--- src/rtl/vga_timing_gen.sv ---
// VGA raster timing generator: pixel/line counters with registered, mutually
// aligned sync, blanking and frame-marker outputs.
module vga_timing_gen #(
    parameter int unsigned H_VISIBLE = 640,
    parameter int unsigned H_FRONT   = 16,
    parameter int unsigned H_SYNC    = 96,
    parameter int unsigned H_BACK    = 48,
    parameter int unsigned V_VISIBLE = 480,
    parameter int unsigned V_FRONT   = 10,
    parameter int unsigned V_SYNC    = 2,
    parameter int unsigned V_BACK    = 33
) (
    input  logic       vga_clk,
    input  logic       reset_n,
    output logic [9:0] DrawX,
    output logic [9:0] DrawY,
    output logic       hs,
    output logic       vs,
    output logic       blank,
    output logic       vblank,
    output logic       frame_start,
    output logic [7:0] frame_count
);

    localparam int unsigned H_TOTAL  = H_VISIBLE + H_FRONT + H_SYNC + H_BACK;
    localparam int unsigned V_TOTAL  = V_VISIBLE + V_FRONT + V_SYNC + V_BACK;
    localparam int unsigned HS_START = H_VISIBLE + H_FRONT;
    localparam int unsigned HS_END   = HS_START + H_SYNC;
    localparam int unsigned VS_START = V_VISIBLE + V_FRONT;
    localparam int unsigned VS_END   = VS_START + V_SYNC;

    logic [9:0] r_draw_x;
    logic [9:0] r_draw_y;
    logic       r_hs;
    logic       r_vs;
    logic       r_blank;
    logic       r_vblank;
    logic       r_frame_start;
    logic [7:0] r_frame_count;

    logic       w_x_wrap;
    logic       w_y_wrap;
    logic       w_frame_wrap;
    logic [9:0] w_next_x;
    logic [9:0] w_next_y;

    // Next raster position; all registered outputs decode this same value so
    // they stay aligned with the counters they are presented alongside.
    always_comb begin
        w_x_wrap     = (r_draw_x == 10'(H_TOTAL - 1));
        w_y_wrap     = (r_draw_y == 10'(V_TOTAL - 1));
        w_frame_wrap = w_x_wrap && w_y_wrap;
        w_next_x     = w_x_wrap ? 10'd0 : r_draw_x + 10'd1;
        w_next_y     = r_draw_y;
        if (w_x_wrap) begin
            w_next_y = w_y_wrap ? 10'd0 : r_draw_y + 10'd1;
        end
    end

    // Position counters and decoded timing outputs.
    always_ff @(posedge vga_clk or negedge reset_n) begin
        if (!reset_n) begin
            r_draw_x      <= 10'd0;
            r_draw_y      <= 10'd0;
            r_hs          <= 1'b1;
            r_vs          <= 1'b1;
            r_blank       <= 1'b1;
            r_vblank      <= 1'b0;
            r_frame_start <= 1'b0;
            r_frame_count <= 8'd0;
        end else begin
            r_draw_x      <= w_next_x;
            r_draw_y      <= w_next_y;
            r_hs          <= !((w_next_x >= 10'(HS_START)) && (w_next_x < 10'(HS_END)));
            r_vs          <= !((w_next_y >= 10'(VS_START)) && (w_next_y < 10'(VS_END)));
            r_blank       <= (w_next_x < 10'(H_VISIBLE)) && (w_next_y < 10'(V_VISIBLE));
            r_vblank      <= (w_next_y >= 10'(V_VISIBLE));
            r_frame_start <= w_frame_wrap;
            if (w_frame_wrap) begin
                r_frame_count <= r_frame_count + 8'd1;
            end
        end
    end

    assign DrawX       = r_draw_x;
    assign DrawY       = r_draw_y;
    assign hs          = r_hs;
    assign vs          = r_vs;
    assign blank       = r_blank;
    assign vblank      = r_vblank;
    assign frame_start = r_frame_start;
    assign frame_count = r_frame_count;

endmodule

--- config.mk ---
export PLATFORM = sky130hd
export DESIGN_NAME = vga_timing_gen
export DESIGN_NICKNAME = d
export VERILOG_FILES = /design/src/rtl/vga_timing_gen.sv
export SDC_FILE = /design/constraint.sdc
export NUM_CORES = 1
export LEC_CHECK = 0
export CORE_MARGIN = 3
export CORE_UTILIZATION = 35
export CTS_CLUSTER_SIZE = 40
export DETAILED_ROUTE_END_ITERATION = 8
export DONT_BUFFER_PORTS = 1
export GPL_ROUTABILITY_DRIVEN = 1
export GPL_TIMING_DRIVEN = 0
export SYNTH_ARGS = -nofsm -noshare
export SYNTH_HDL_FRONTEND = slang
export SYNTH_SLANG_ARGS = --single-unit
--- constraint.sdc ---
create_clock -name vga_clk -period 2.94 [get_ports vga_clk]
set_input_delay 0.588 -clock vga_clk [delete_from_list [all_inputs] [get_ports vga_clk]]
set_output_delay 0.588 -clock vga_clk [all_outputs]
set_load 0.03 [all_outputs]
# Word-level counts from Yosys, hierarchy flattened
# Cells that the tools add are included.
word_totals:
  reg_bits: 33
  elab_cells: 29
  out_inout_bits: 33
classes:
  add_sub_neg: 3
  reduce_logical: 6
  mux: 3
  eq_ne: 2
  n_lt_le_gt_ge: 7
ops:
  columns: ["op", "count"]
  rows:
  - ["10-bit 2-to-1 mux", 3]
  - ["10-bit by 1-bit adder with 10-bit output, second input constant", 2]
  - ["10-bit == test, second input constant", 2]
  - ["10-bit by 9-bit greater-or-equal comparator with 1-bit output, second input constant", 2]
  - ["10-bit < comparator, second input constant", 2]
  - ["10-bit by 9-bit < comparator with 1-bit output, second input constant", 2]
  - ["10-bit greater-or-equal comparator, second input constant", 1]
  - ["8-bit by 1-bit adder with 8-bit output, second input constant", 1]
  - ["1-bit logical AND", 4]
  - ["1-bit zero test", 2]

# Depth between registers and ports, before layout
logic_depth:
  ltp_word: 6
  mapped_depth: 9
  mapped_depth_nobuf: 8

# Least setup slack after synthesis
# OpenSTA, ideal clock, no wires.
synth_path:
  kind: "flip-flop to flip-flop"
  from: "reg r_draw_x[0] (netlist: DrawX[0])"
  to: "reg r_vs (netlist: vs)"
  path_slack_ps: 549
  setup_time_ps: 94
  path_stages_with_launch: 8
  period_less_slack_ps: 2391
  arrival_time_ps: 2297
  path_buffers: 1
  cell_sequence: "dfrtp_1 > ha_1 > nand4_2 > or3_1 > buf_6 > nor2_8 > a41oi_1 > or4_1"
synth_between:
  elab_chain_len: 5
synth_lines:
  columns: ["item", "line", "text"]
  rows:
  - ["start: declaration", "32", "logic [9:0] r_draw_x;"]
  - ["start signal: assignment", "72", "r_draw_x <= w_next_x;"]
  - ["10-bit == test *", "50", "w_x_wrap = (r_draw_x == 10'(H_TOTAL - 1));"]
  - ["10-bit 2-to-1 mux *", "55", "if (w_x_wrap) begin"]
  - ["10-bit by 9-bit greater-or-equal comparator with 1-bit output or 10-bit by 9-bit < comparator with 1-bit output (tied branches)", "75", "r_vs <= !((w_next_y >= 10'(VS_START)) && (w_next_y < 10'(VS_END)));"]
  - ["1-bit logical AND *", "75", null]
  - ["1-bit zero test *", "75", null]
  - ["end signal: assignment", "75", null]
  - ["end: declaration", "35", "logic r_vs;"]
# Every way passes the cells marked *; elsewhere a longest branch is shown, timed or not.
# A chain may end at the register's enable or synchronous reset.

# Final worst setup path
# Same ends and word-level chain as after synthesis.

==> flow_summary.ini <==
[routing]
post_drt_wl_per_cell_um = 17.3
vias_per_cell = 5.49
ant_nets = 0
vias = 1181
firstDrtPassIters = 4
drt_iter0_drc = 58
drc = 0
drt-total-wl_um = 3730

[place]
gp_congestion = 0.862
placed_cell_area_um2 = 1720
dp_hpwl_um = 2620
portBuffers = 0

[global_route]
first_global_vias = 1197
gr-total-overflow = 0
antenna_found_initial = 0
grt_max_degree = 31
grt_pass1_wl_um = 6070
grt.total_usage = 0.145

[job]
maxCapViolCount = 0

[floorplanning]
die_w_um = 74.7
die_y_um = 74.7
core-area_um2 = 4440
fp-row-count = 24
initial_core_util = 0.371
io_pins = 35
dieArea_um2 = 5570

[yosys]
synth_area_leaders = dfrtp_1 (45%), xor2_1 (5.8%), dfstp_2 (4.8%)
synth_top_area_share = 0.455
syn_area_um2 = 1650
ys_seq_area_frac = 0.503
ys_types = 43
yosysTopAreaCell = dfrtp_1
ys_ff_latch = 33
async_flop_share = 1.00
avgSynthCellArea_um2 = 10.7
synthCells = 154
ys.flop_type = dfrtp_1
synth_edf_count = 0
yosysWarnings = 0
syn_nets = 161

[status]
outcome = completed

[setup_path]
cp_slowest_cell = dfrtp_1
worst_setup_path_end_kind = register
crit_chain = ha_1 -> nand4_2 -> or3_1 -> buf_6 -> nor4_1 -> o21ai_1 -> or4_1
critical_path_class = register to register
startpoint_type = register
cpPeakStageDelay_ns = 0.61
path_max_fanout = 8
cp.arrival_ns = 2.85
cp.required_ns = 3.13

[finish]
fillers = 446
syn2layout_area_growth_pct = 11.3
seq_area_um2 = 830
multi_input_area_um2 = 772
mostFrequentLayoutCells = dfrtp_1 (30), nand2_1 (16), nor2_1 (12)
layout.nets = 169
final_layout_size_suffix_gt1_frac = 0.153
layout_commonest_cell = dfrtp_1
insertedDiodeCount = 0
final_area_um2 = 1840

[timing]
report.final.slew_viol_count = 0
fin_worst_skew_ns = 0.00908
fmax_mhz = 376
rsz0062_at_grt = false
worst_pin_slew_ns = 0.573
hold_viol_final = 0
finalSetupViolCount = 0
finalWorstPathRequiredPeriod_ns = 2.66
maxSlewHeadroom = 0.616
period_share = 0.906
finalSetupTns_ns = 0

[clocking]
clock_latency_ns = 0.28
htree_levels = 2
cts-root-buf = clkbuf_8
clockBufferDepth = 2
cts.sinks = 33
clk_pin_slew_ns = 0.07
tritoncts = yes
numCtsBuffers = 5

[worst_hold_path]
hold_class = input port to async pin

[power]
powerDensity_nw_per_um2 = 458
peakVddDrop_uv = 264
fin_total_pwr_mw = 0.841
p_leak_nw = 0.848
-- critical path, delay by kind of cell, from the launching register on --
kind	cells	cell delay (ns)
AND/OR/NAND/NOR	4	1.38
flip-flops	1	0.61
adder cells (fa/ha/maj)	1	0.30
buffers and inverters	1	0.16
AO/OA/AOI/OAI	1	0.13
-- flip-flops by register name, summed over array words and instances, names as in the netlist --
signal and cells:
vblank 1, frame_start 1, blank 1, frame_count 8
vs 1, DrawX 10, hs 1, DrawY 10
-- layout make-up --
type | instances | share of cell area
plain buffers | 3 | 0.0143
well taps | 52 | 0.0354
multi-input cells | 112 | 0.420
repair buffers | 1 | 0.0109
clock buffers | 7 | 0.0525
inverters | 6 | 0.0123
flip-flops and latches | 33 | 0.452
clock inverters | 1 | 0.00272
-- metal layers --
metal | GRT usage | vias up | wire, um | part of all wire
li1 | - | 557 | - | -
met1 | 0.185 | 581 | 1600 | 0.43
met2 | 0.236 | 34 | 1830 | 0.49
met3 | 0.0481 | 9 | 250 | 0.067
met4 | 0.0395 | 0 | 51 | 0.014
met5 | 0 | - | 0 | 0
-- synth_stat cells (2+ instances only) --
master,number
a21oi_1,5
a31oi_1,3
and3_1,2
buf_6,2
dfrtp_1,30
dfstp_2,3
ha_1,5
inv_1,6
nand2_1,16
nand3_1,9
nand3b_1,2
nand4_1,2
nor2_1,12
nor3_1,5
nor4_1,3
o21ai_0,5
or3_1,2
xnor2_1,7
xor2_1,11
-- power by group --
group / switching [mW] / leakage, nW / internal [mW] / total [mW]
combinational: 0.00786 / 0.358 / 0.00281 / 0.0107
clock: 0.165 / 0.0542 / 0.212 / 0.376
sequential: 0 / 0.436 / 0.454 / 0.454
total: 0.173 / 0.848 / 0.668 / 0.841
-- worst paths after layout --
| kind | startpoint | endpoint | slack, ns | cells after the start |
|---|---|---|---|---|
| setup / recovery | DrawX[0]$_DFF_PN0_ | vs$_DFF_PN1_ | 0.28 | 7 |
| hold / removal | reset_n | DrawY[6]$_DFF_PN0_ | 0.12 | 1 |
| setup reg to reg | DrawX[0]$_DFF_PN0_ | vs$_DFF_PN1_ | 0.28 | 7 |
| hold reg to reg | frame_count[7]$_DFFE_PN0P_ | frame_count[7]$_DFFE_PN0P_ | 0.69 | 1 |
| max in group asynchronous | reset_n | DrawX[7]$_DFF_PN0_ | 2.64 | 1 |
| min in group vga_clk | frame_count[7]$_DFFE_PN0P_ | frame_count[7]$_DFFE_PN0P_ | 0.69 | 1 |
-- through the flow --
| stage | utilization | hold slack, ns | worst slack, ns | instances |
|---|---|---|---|---|
| after floorplan | - | 0.292 | 0.549 | 154 |
| after global placement | 0.386 | 0.293 | 0.321 | 206 |
| after detailed placement | 0.386 | 0.293 | 0.286 | 206 |
| after CTS | 0.413 | 0.121 | 0.263 | 215 |
| after global routing | 0.413 | 0.115 | 0.149 | 215 |
| final | 0.413 | 0.125 | 0.277 | 215 |
-- cells by family after synthesis --
kind of cell | count (synthesis) | synth area share
AND/OR/NAND/NOR | 66 | 0.237
flip-flops | 33 | 0.503
AO/OA/AOI/OAI | 22 | 0.0910
XOR/XNOR | 18 | 0.0955
buffers and inverters | 9 | 0.0296
adder cells (fa/ha/maj) | 5 | 0.0379
multiplexers | 1 | 0.00682
-- repair_timing --
action	CTS	global route
setup buffers	0	0
gates resized for setup	0	0
hold buffers	1	0
endpoints found under the hold margin	30	0
(Power assumes the default switching activity.)
